### src/rtl/trigger_link_pkg.sv
`default_nettype none
// ============================================================================
// Module      : trigger_link_pkg
// Description : Shared state encodings, default timing constants and small
//               helpers for the trigger link bring-up controller.
// Revision    : 1.0 - initial release
// ============================================================================
package trigger_link_pkg;

    // Number of GTX links served by one controller
    localparam int N_LINKS = 4;

    // Width of the shared dwell/timeout counter and the exported state
    localparam int CNT_W   = 12;
    localparam int STATE_W = 3;
    localparam int RETRY_W = 8;

    // Default hold / timeout lengths in ref_clk cycles
    localparam int DEF_PLL_RST_CYCLES  = 16;
    localparam int DEF_MMCM_RST_CYCLES = 8;
    localparam int DEF_GTX_RST_CYCLES  = 8;
    localparam int DEF_LOCK_TIMEOUT    = 4096;

    // Bring-up sequencer states; the numeric values are visible on the state port
    typedef enum logic [STATE_W-1:0] {
        ST_PLL_RST   = 3'd0,
        ST_PLL_WAIT  = 3'd1,
        ST_MMCM_RST  = 3'd2,
        ST_MMCM_WAIT = 3'd3,
        ST_GTX_RST   = 3'd4,
        ST_GTX_WAIT  = 3'd5,
        ST_READY     = 3'd6
    } link_state_e;

    // Saturating increment for the restart counter
    function automatic logic [RETRY_W-1:0] sat_inc(input logic [RETRY_W-1:0] v);
        return (v == {RETRY_W{1'b1}}) ? v : v + {{(RETRY_W-1){1'b0}}, 1'b1};
    endfunction

    // Output decodes: each reset is held through its own stage and every earlier one
    function automatic logic dec_txpll_rst(input link_state_e s);
        return (s == ST_PLL_RST);
    endfunction

    function automatic logic dec_mmcm_rst(input link_state_e s);
        return (s == ST_PLL_RST) || (s == ST_PLL_WAIT) || (s == ST_MMCM_RST);
    endfunction

    function automatic logic dec_gtx_rst(input link_state_e s);
        return (s != ST_GTX_WAIT) && (s != ST_READY);
    endfunction

    function automatic logic dec_link_en(input link_state_e s);
        return (s == ST_READY);
    endfunction

endpackage : trigger_link_pkg
`default_nettype wire

### src/rtl/trigger_link_ctrl_if.sv
`default_nettype none
// ============================================================================
// Module      : trigger_link_ctrl_if
// Description : Status/control bundle between the link bring-up controller and
//               the GTX/MMCM clocking fabric it sequences.
// Revision    : 1.0 - initial release
// ============================================================================
interface trigger_link_ctrl_if;
    import trigger_link_pkg::*;

    // Status from the clocking fabric (lock/done are asynchronous to ref_clk)
    logic [N_LINKS-1:0] tx_pll_locked;
    logic               mmcm_locked;
    logic [N_LINKS-1:0] tx_reset_done;
    logic               force_resync;

    // Resets and status produced by the controller
    logic               txpll_rst;
    logic               mmcm_rst;
    logic               gtx_rst;
    logic               link_en;
    logic [STATE_W-1:0] state;
    logic [RETRY_W-1:0] retry_cnt;
    logic               lock_lost;

    // Controller side: drives the resets, observes lock/done
    modport master (
        input  tx_pll_locked,
        input  mmcm_locked,
        input  tx_reset_done,
        input  force_resync,
        output txpll_rst,
        output mmcm_rst,
        output gtx_rst,
        output link_en,
        output state,
        output retry_cnt,
        output lock_lost
    );

    // Fabric side: reports lock/done, receives the resets
    modport slave (
        output tx_pll_locked,
        output mmcm_locked,
        output tx_reset_done,
        output force_resync,
        input  txpll_rst,
        input  mmcm_rst,
        input  gtx_rst,
        input  link_en,
        input  state,
        input  retry_cnt,
        input  lock_lost
    );

endinterface : trigger_link_ctrl_if
`default_nettype wire

### src/rtl/trigger_link_sync.sv
`default_nettype none
// ============================================================================
// Module      : trigger_link_sync
// Description : Two-flop synchronizer bringing one asynchronous status bit
//               into the ref_clk domain.
// Revision    : 1.0 - initial release
// ============================================================================
module trigger_link_sync (
    input  wire logic clk,
    input  wire logic rst_n,
    input  wire logic d_i,
    output logic      q_o
);

    logic meta_q;
    logic sync_q;

    // First flop may go metastable; second flop gives it a full cycle to resolve
    always_ff @(posedge clk or negedge rst_n) begin
        if (!rst_n) begin
            meta_q <= 1'b0;
            sync_q <= 1'b0;
        end else begin
            meta_q <= d_i;
            sync_q <= meta_q;
        end
    end

    assign q_o = sync_q;

endmodule : trigger_link_sync
`default_nettype wire

### src/rtl/trigger_link_ctrl.sv
`default_nettype none
// ============================================================================
// Module      : trigger_link_ctrl
// Description : Trigger link bring-up sequencer. Steps the GTX TX PLLs, the
//               user-clock MMCM and the GTX TX datapath out of reset in order,
//               watches the locks, restarts on loss/timeout and only enables
//               the links once everything is up.
// Revision    : 1.0 - initial release
// ============================================================================
module trigger_link_ctrl
    import trigger_link_pkg::*;
#(
    parameter int PLL_RST_CYCLES  = DEF_PLL_RST_CYCLES,
    parameter int MMCM_RST_CYCLES = DEF_MMCM_RST_CYCLES,
    parameter int GTX_RST_CYCLES  = DEF_GTX_RST_CYCLES,
    parameter int LOCK_TIMEOUT    = DEF_LOCK_TIMEOUT
) (
    input  wire logic            ref_clk,
    input  wire logic            reset_n,
    trigger_link_ctrl_if.master  bus
);

    // Last counter value of each timed state (the state is held for N cycles)
    localparam logic [CNT_W-1:0] PLL_RST_LAST  = CNT_W'(PLL_RST_CYCLES - 1);
    localparam logic [CNT_W-1:0] MMCM_RST_LAST = CNT_W'(MMCM_RST_CYCLES - 1);
    localparam logic [CNT_W-1:0] GTX_RST_LAST  = CNT_W'(GTX_RST_CYCLES - 1);
    localparam logic [CNT_W-1:0] TIMEOUT_LAST  = CNT_W'(LOCK_TIMEOUT - 1);

    // Asynchronous status bits, bundled so one generate loop synchronizes them all
    localparam int N_SYNC = 2 * N_LINKS + 1;

    logic [N_SYNC-1:0]  async_in;
    logic [N_SYNC-1:0]  sync_out;
    logic [N_LINKS-1:0] pll_locked_s;
    logic               mmcm_locked_s;
    logic [N_LINKS-1:0] reset_done_s;

    assign async_in = {bus.tx_reset_done, bus.mmcm_locked, bus.tx_pll_locked};

    generate
        for (genvar i = 0; i < N_SYNC; i++) begin : g_sync
            trigger_link_sync u_sync (
                .clk   (ref_clk),
                .rst_n (reset_n),
                .d_i   (async_in[i]),
                .q_o   (sync_out[i])
            );
        end
    endgenerate

    assign pll_locked_s  = sync_out[N_LINKS-1:0];
    assign mmcm_locked_s = sync_out[N_LINKS];
    assign reset_done_s  = sync_out[N_SYNC-1:N_LINKS+1];

    // Registered state and bookkeeping
    link_state_e        state_q;
    logic [CNT_W-1:0]   cnt_q;
    logic [RETRY_W-1:0] retry_q;
    logic               lock_lost_q;
    logic               txpll_rst_q;
    logic               mmcm_rst_q;
    logic               gtx_rst_q;
    logic               link_en_q;

    // Next-state decision outputs
    link_state_e        state_d;
    logic               leave_d;      // any transition, including forced re-entry of PLL_RST
    logic               restart_d;    // automatic restart that counts as a retry
    logic               set_lost_d;
    logic               clr_lost_d;

    logic               pll_all;
    logic               pll_lost;
    logic               mmcm_lost;
    logic               timed_out;

    assign pll_all   = &pll_locked_s;
    assign timed_out = (cnt_q == TIMEOUT_LAST);

    // Lock monitoring only applies once the stage depending on that lock has started
    assign pll_lost  = !pll_all &&
                       ((state_q == ST_MMCM_WAIT) || (state_q == ST_GTX_RST) ||
                        (state_q == ST_GTX_WAIT)  || (state_q == ST_READY));
    assign mmcm_lost = !mmcm_locked_s &&
                       ((state_q == ST_GTX_RST) || (state_q == ST_GTX_WAIT) ||
                        (state_q == ST_READY));

    // Next-state selection: forced resync, then lock loss, then normal progress,
    // and within a WAIT state the advance condition beats the timeout
    always_comb begin
        state_d    = state_q;
        leave_d    = 1'b0;
        restart_d  = 1'b0;
        set_lost_d = 1'b0;
        clr_lost_d = 1'b0;

        if (bus.force_resync) begin
            state_d    = ST_PLL_RST;
            leave_d    = 1'b1;
            clr_lost_d = 1'b1;
        end else if (pll_lost || mmcm_lost) begin
            state_d    = ST_PLL_RST;
            leave_d    = 1'b1;
            restart_d  = 1'b1;
            set_lost_d = (state_q == ST_READY);
        end else begin
            case (state_q)
                ST_PLL_RST: begin
                    if (cnt_q == PLL_RST_LAST) begin
                        state_d = ST_PLL_WAIT;
                        leave_d = 1'b1;
                    end
                end
                ST_PLL_WAIT: begin
                    if (pll_all) begin
                        state_d = ST_MMCM_RST;
                        leave_d = 1'b1;
                    end else if (timed_out) begin
                        state_d   = ST_PLL_RST;
                        leave_d   = 1'b1;
                        restart_d = 1'b1;
                    end
                end
                ST_MMCM_RST: begin
                    if (cnt_q == MMCM_RST_LAST) begin
                        state_d = ST_MMCM_WAIT;
                        leave_d = 1'b1;
                    end
                end
                ST_MMCM_WAIT: begin
                    if (mmcm_locked_s) begin
                        state_d = ST_GTX_RST;
                        leave_d = 1'b1;
                    end else if (timed_out) begin
                        state_d   = ST_PLL_RST;
                        leave_d   = 1'b1;
                        restart_d = 1'b1;
                    end
                end
                ST_GTX_RST: begin
                    if (cnt_q == GTX_RST_LAST) begin
                        state_d = ST_GTX_WAIT;
                        leave_d = 1'b1;
                    end
                end
                ST_GTX_WAIT: begin
                    if (&reset_done_s) begin
                        state_d = ST_READY;
                        leave_d = 1'b1;
                    end else if (timed_out) begin
                        state_d   = ST_PLL_RST;
                        leave_d   = 1'b1;
                        restart_d = 1'b1;
                    end
                end
                ST_READY: begin
                    state_d = ST_READY;
                end
                default: begin
                    state_d = ST_PLL_RST;
                    leave_d = 1'b1;
                end
            endcase
        end
    end

    // Sequencer registers; outputs decode the next state so they move with state
    always_ff @(posedge ref_clk or negedge reset_n) begin
        if (!reset_n) begin
            state_q     <= ST_PLL_RST;
            cnt_q       <= '0;
            retry_q     <= '0;
            lock_lost_q <= 1'b0;
            txpll_rst_q <= 1'b1;
            mmcm_rst_q  <= 1'b1;
            gtx_rst_q   <= 1'b1;
            link_en_q   <= 1'b0;
        end else begin
            state_q <= state_d;
            cnt_q   <= leave_d ? '0 : cnt_q + {{(CNT_W-1){1'b0}}, 1'b1};

            if (restart_d) begin
                retry_q <= sat_inc(retry_q);
            end

            if (clr_lost_d) begin
                lock_lost_q <= 1'b0;
            end else if (set_lost_d) begin
                lock_lost_q <= 1'b1;
            end

            txpll_rst_q <= dec_txpll_rst(state_d);
            mmcm_rst_q  <= dec_mmcm_rst(state_d);
            gtx_rst_q   <= dec_gtx_rst(state_d);
            link_en_q   <= dec_link_en(state_d);
        end
    end

    assign bus.txpll_rst = txpll_rst_q;
    assign bus.mmcm_rst  = mmcm_rst_q;
    assign bus.gtx_rst   = gtx_rst_q;
    assign bus.link_en   = link_en_q;
    assign bus.state     = state_q;
    assign bus.retry_cnt = retry_q;
    assign bus.lock_lost = lock_lost_q;

endmodule : trigger_link_ctrl
`default_nettype wire

### src/flat_wrapper.sv
// flat-port wrapper written by rule: the top's interface ports become plain ports
module trigger_link_ctrl_flat import trigger_link_pkg::*;
#(
    parameter int PLL_RST_CYCLES  = DEF_PLL_RST_CYCLES,
    parameter int MMCM_RST_CYCLES = DEF_MMCM_RST_CYCLES,
    parameter int GTX_RST_CYCLES  = DEF_GTX_RST_CYCLES,
    parameter int LOCK_TIMEOUT    = DEF_LOCK_TIMEOUT
)
  (ref_clk, reset_n, bus_tx_pll_locked, bus_mmcm_locked, bus_tx_reset_done, bus_force_resync, bus_txpll_rst, bus_mmcm_rst, bus_gtx_rst, bus_link_en, bus_state, bus_retry_cnt, bus_lock_lost);
  trigger_link_ctrl_if bus_i ();
  input  wire logic ref_clk;
  input  wire logic reset_n;
  input wire logic [$bits(bus_i.tx_pll_locked)-1:0] bus_tx_pll_locked;
  input wire logic [$bits(bus_i.mmcm_locked)-1:0] bus_mmcm_locked;
  input wire logic [$bits(bus_i.tx_reset_done)-1:0] bus_tx_reset_done;
  input wire logic [$bits(bus_i.force_resync)-1:0] bus_force_resync;
  output wire logic [$bits(bus_i.txpll_rst)-1:0] bus_txpll_rst;
  output wire logic [$bits(bus_i.mmcm_rst)-1:0] bus_mmcm_rst;
  output wire logic [$bits(bus_i.gtx_rst)-1:0] bus_gtx_rst;
  output wire logic [$bits(bus_i.link_en)-1:0] bus_link_en;
  output wire logic [$bits(bus_i.state)-1:0] bus_state;
  output wire logic [$bits(bus_i.retry_cnt)-1:0] bus_retry_cnt;
  output wire logic [$bits(bus_i.lock_lost)-1:0] bus_lock_lost;
  assign bus_i.tx_pll_locked = bus_tx_pll_locked;
  assign bus_i.mmcm_locked = bus_mmcm_locked;
  assign bus_i.tx_reset_done = bus_tx_reset_done;
  assign bus_i.force_resync = bus_force_resync;
  assign bus_txpll_rst = bus_i.txpll_rst;
  assign bus_mmcm_rst = bus_i.mmcm_rst;
  assign bus_gtx_rst = bus_i.gtx_rst;
  assign bus_link_en = bus_i.link_en;
  assign bus_state = bus_i.state;
  assign bus_retry_cnt = bus_i.retry_cnt;
  assign bus_lock_lost = bus_i.lock_lost;
  trigger_link_ctrl #(.PLL_RST_CYCLES(PLL_RST_CYCLES), .MMCM_RST_CYCLES(MMCM_RST_CYCLES), .GTX_RST_CYCLES(GTX_RST_CYCLES), .LOCK_TIMEOUT(LOCK_TIMEOUT)) u_core (.ref_clk(ref_clk), .reset_n(reset_n), .bus(bus_i));
endmodule
### config.mk
export PLATFORM = sky130hd
export DESIGN_NAME = trigger_link_ctrl_flat
export DESIGN_NICKNAME = d
export VERILOG_FILES = /design/src/rtl/trigger_link_pkg.sv /design/src/rtl/trigger_link_ctrl_if.sv /design/src/rtl/trigger_link_sync.sv /design/src/rtl/trigger_link_ctrl.sv /design/src/flat_wrapper.sv
export SDC_FILE = /design/constraint.sdc
export NUM_CORES = 1
export LEC_CHECK = 0
export BUFFER_PORTS_ARGS = -buffer_cell sky130_fd_sc_hd__buf_2
export CORE_MARGIN = 8
export CORE_UTILIZATION = 50
export CTS_CLUSTER_SIZE = 24
export DETAILED_ROUTE_END_ITERATION = 10
export PLACE_DENSITY = 0.71
export RECOVER_POWER = 100
export SLEW_MARGIN = 20
export SYNTH_ARGS = -nofsm -noshare
export SYNTH_HDL_FRONTEND = slang
export SYNTH_SLANG_ARGS = --single-unit
### constraint.sdc
create_clock -name ref_clk -period 2.55 [get_ports ref_clk]
set_input_delay 0.51 -clock ref_clk [delete_from_list [all_inputs] [get_ports ref_clk]]
set_output_delay 0.51 -clock ref_clk [all_outputs]
set_load 0.005 [all_outputs]
==> results by group <==
Final layout
  • Most frequent cells in the layout: dfrtp_1 (43), nor2_1 (18), buf_2 (16), xor2_1 (13)
  • Fin util: a little under three fifths
  • Design Area, Final: 2270 µm²
  • Fill count: 366
  • Finished Layout Cells: 255
  • Multi-input gate area: just over 800 µm²
  • Diode count: 0
  • Most common cell after layout, fill and taps aside: dfrtp_1
  • P&R area growth vs syn: 7.35%
  • Final #Nets: 218
  • Share of cells above drive strength 1: 18.5%
  • FF+latch area: 1150 µm²

Yosys
  • Netlist cell types: 50
  • Cell taking the most area after synthesis: dfrtp_1
  • Synthesis warning total: 0
  • Sequential share of the synthesized area: 54.7%
  • Post-synth EDFFs: 0
  • Post-Synthesis Cells: between 150 and 200
  • Post-synth top area share: ~51%
  • Synth async-reset ratio: 100%
  • Top FF cell, synth: dfrtp_1
  • Syn nets: 190
  • Yosys reg bits: between 40 and 50
  • Mean area per synthesized cell: 12.0 µm²
  • Synthesized cell area: between 2000 and 2500 µm²
  • Area contributors post-synth: dfrtp_1 (51%), xor2_1 (5.4%), nor2_4 (4.3%)

Power and ir drop
  • Leakage: 1.01 nW
  • Max VDD drop: about 320 µV
  • Total Power: approximately 1.2 mW
  • Pwr dens: 544 nW/µm²

Routing
  • Via Count: 1411
  • Drt wl/cell: 15.2 µm
  • # DRC: 0
  • 1st-iter DRT viols: 122
  • DRT antenna net count: 0
  • Final wirelength: between 3000 and 4000 µm
  • DRT Pass-1 Iters: 4
  • DR vias/cell: about 5.5

Critical path
  • Reg2reg start: u_core.bus.state[1]$_DFF_PN0_
  • CP Max Fanout: 20
  • RR Endpoint: u_core.bus.link_en$_DFF_PN0_
  • Critical path endpoint category: flip-flop
  • Reg-to-reg slack, setup: 0.38 ns
  • Worst path slowest cell: dfrtp_1
  • Reg2reg path depth: 5
  • Slowest stage delay, CP: between 0.7 and 0.8 ns
  • Worst-path cell chain: a21bo_2, a21oi_1, o21bai_1, a211oi_1, a2111oi_0
  • Crit path capture: u_core.bus.link_en$_DFF_PN0_
  • Worst EP arrival: 2.35 ns
  • Worst Path Required: 2.72 ns
  • Setup CP Type: reg2reg
  • Startpoint types: flip-flop
  • CP Launch Point: u_core.bus.state[1]$_DFF_PN0_

STA
  • Clock skew: about 0.0079 ns
  • Worst setup margin: 0.377 ns
  • Max-slew headroom: 28.8%
  • Tightest Pin Transition: 1.07 ns
  • Final period utilization: a little under nine tenths
  • Hold_ws: 0.314 ns
  • Fin Setup TNS: 0 ns
  • Final Hold Viols: 0
  • Minimum clock period: around 2.2 ns
  • RSZ-0062 raised after global routing: false
  • Setup-violating endpoint count in the final report: 0
  • F_max: roughly 460 MHz
  • Fin. max-slew vios: 0

CTS
  • Setup bufs post-CTS: 0
  • # clock sinks: 46
  • Hold-fix buffers, CTS: 0
  • Root buf cell: clkbuf_8
  • CTS tree: yes
  • Clock-pin slew on the worst setup and hold paths: 0.09 ns
  • Clk buf depth: 2
  • Htree depth: 2
  • TritonCTS buffer count: 5
  • # resized after CTS: 0
  • Worst-Skew Late Latency: 0.30 ns

Die
  • IO Pins: 28
  • Initial Util: 52.4%
  • Die area: 6560 µm²
  • DIE WIDTH: 81.0 µm
  • FP Rows: 23
  • Core area: 4030 µm²
  • Die height: 81.0 µm

Placed design
  • Dpl ws: between 0.4 and 0.5 ns
  • Dpl hpwl: 2790 µm
  • Cells after DPL: 247
  • Port Buffer Count: 27
  • Placed cell areas: 2260 µm²
  • Routability cong.: 0.854

Hold path
  • Min-delay worst type: in2reg

Global routing
  • Initial antenna violation count: 0
  • Vias in the first global route: 1386
  • Largest net degree at the start of global routing: 47
  • Total GRT Usage: 12.5%
  • Gr ovfl total: 0
  • First-pass GRT wire length: 6330 µm

Flow run
  • Max-cap violations: 0

Outcome
  • Status: completed
layer usage:
metal	up-vias	global-route usage (%)	part of all wire, %
met5	-	0	0
met4	0	6.96	1.5
met3	6	3.86	7.1
met2	47	19.8	48
met1	671	14.9	43
li1	687	-	-
Yosys cell counts, types with 2 or more instances:
cell      instances
o21ai_1           2
a211oi_1          2
o21ai_0           3
xor2_1           13
nand4_1           4
nor2_2            2
dfrtp_1          43
nand2b_1          3
nor3_1            3
buf_2             4
ha_1              2
a221oi_1          2
nand2_1          10
dfstp_2           3
xnor2_1           5
nand3_1           7
nor2_1           11
inv_1             4
nor2b_1           3
nor4_1            3
and4_1            3
a21oi_1           7
and3_1            3
nor2_4            8
cell type report:
type                       instances  share of cell area [%]
clock buffer                       5                    3.04
clock inverter                     3                   0.938
inverter                           4                   0.662
multi-input combinational        120                    36.3
sequential                        46                    50.9
tap                               50                    2.76
timing repair buffer              27                    5.41
state kept, by name, summed over array words and instances (netlist names):
signal / cells
u_core.bus.state: 3
u_core.bus.retry_cnt: 8
u_core.bus.gtx_rst: 1
u_core.bus.lock_lost: 1
u_core.g_sync.u_sync.q_o: 9
u_core.bus.mmcm_rst: 1
u_core.g_sync.u_sync.meta_q: 9
u_core.bus.link_en: 1
u_core.bus.txpll_rst: 1
u_core.cnt_q: 12
how the worst min path moves through the flow:
stage                                                  start                                       end  depth (start not counted)
finish                                  bus_tx_pll_locked[0]  u_core.g_sync[0].u_sync.meta_q$_DFF_PN0_                          1
global route                            bus_tx_reset_done[2]  u_core.g_sync[7].u_sync.meta_q$_DFF_PN0_                          1
CTS                                     bus_tx_pll_locked[2]  u_core.g_sync[2].u_sync.meta_q$_DFF_PN0_                          1
detailed placement  u_core.g_sync[0].u_sync.meta_q$_DFF_PN0_     u_core.g_sync[0].u_sync.q_o$_DFF_PN0_                          0
global placement    u_core.g_sync[7].u_sync.meta_q$_DFF_PN0_     u_core.g_sync[7].u_sync.q_o$_DFF_PN0_                          0
floorplan                                            reset_n              u_core.bus.link_en$_DFF_PN0_                          0
cells by family after synthesis:
family	after synthesis	share of synthesized area (%)
AOI/OAI and AO/OA	32	12.6
buffers and inverters	10	3.14
muxes	2	1.01
and+or+nand+nor	66	20.0
xor gates and xnor gates	18	7.46
adders and majority gates	2	1.18
DFF	46	54.7
critical path: cells and delay by family, from the launching register on:
kind               cells  cell delay, ns
AOI/OAI and AO/OA      5            1.32
DFF                    1            0.72
report_power, final:
part	internal [mW]	switching (mW)	leakage [nW]
logic	0.0151	0.0280	0.382
clock network	0.192	0.241	0.0441
registers	0.747	0.00950	0.588
total	0.955	0.278	1.01
Note: power is estimated with default switching activity, not from simulation.
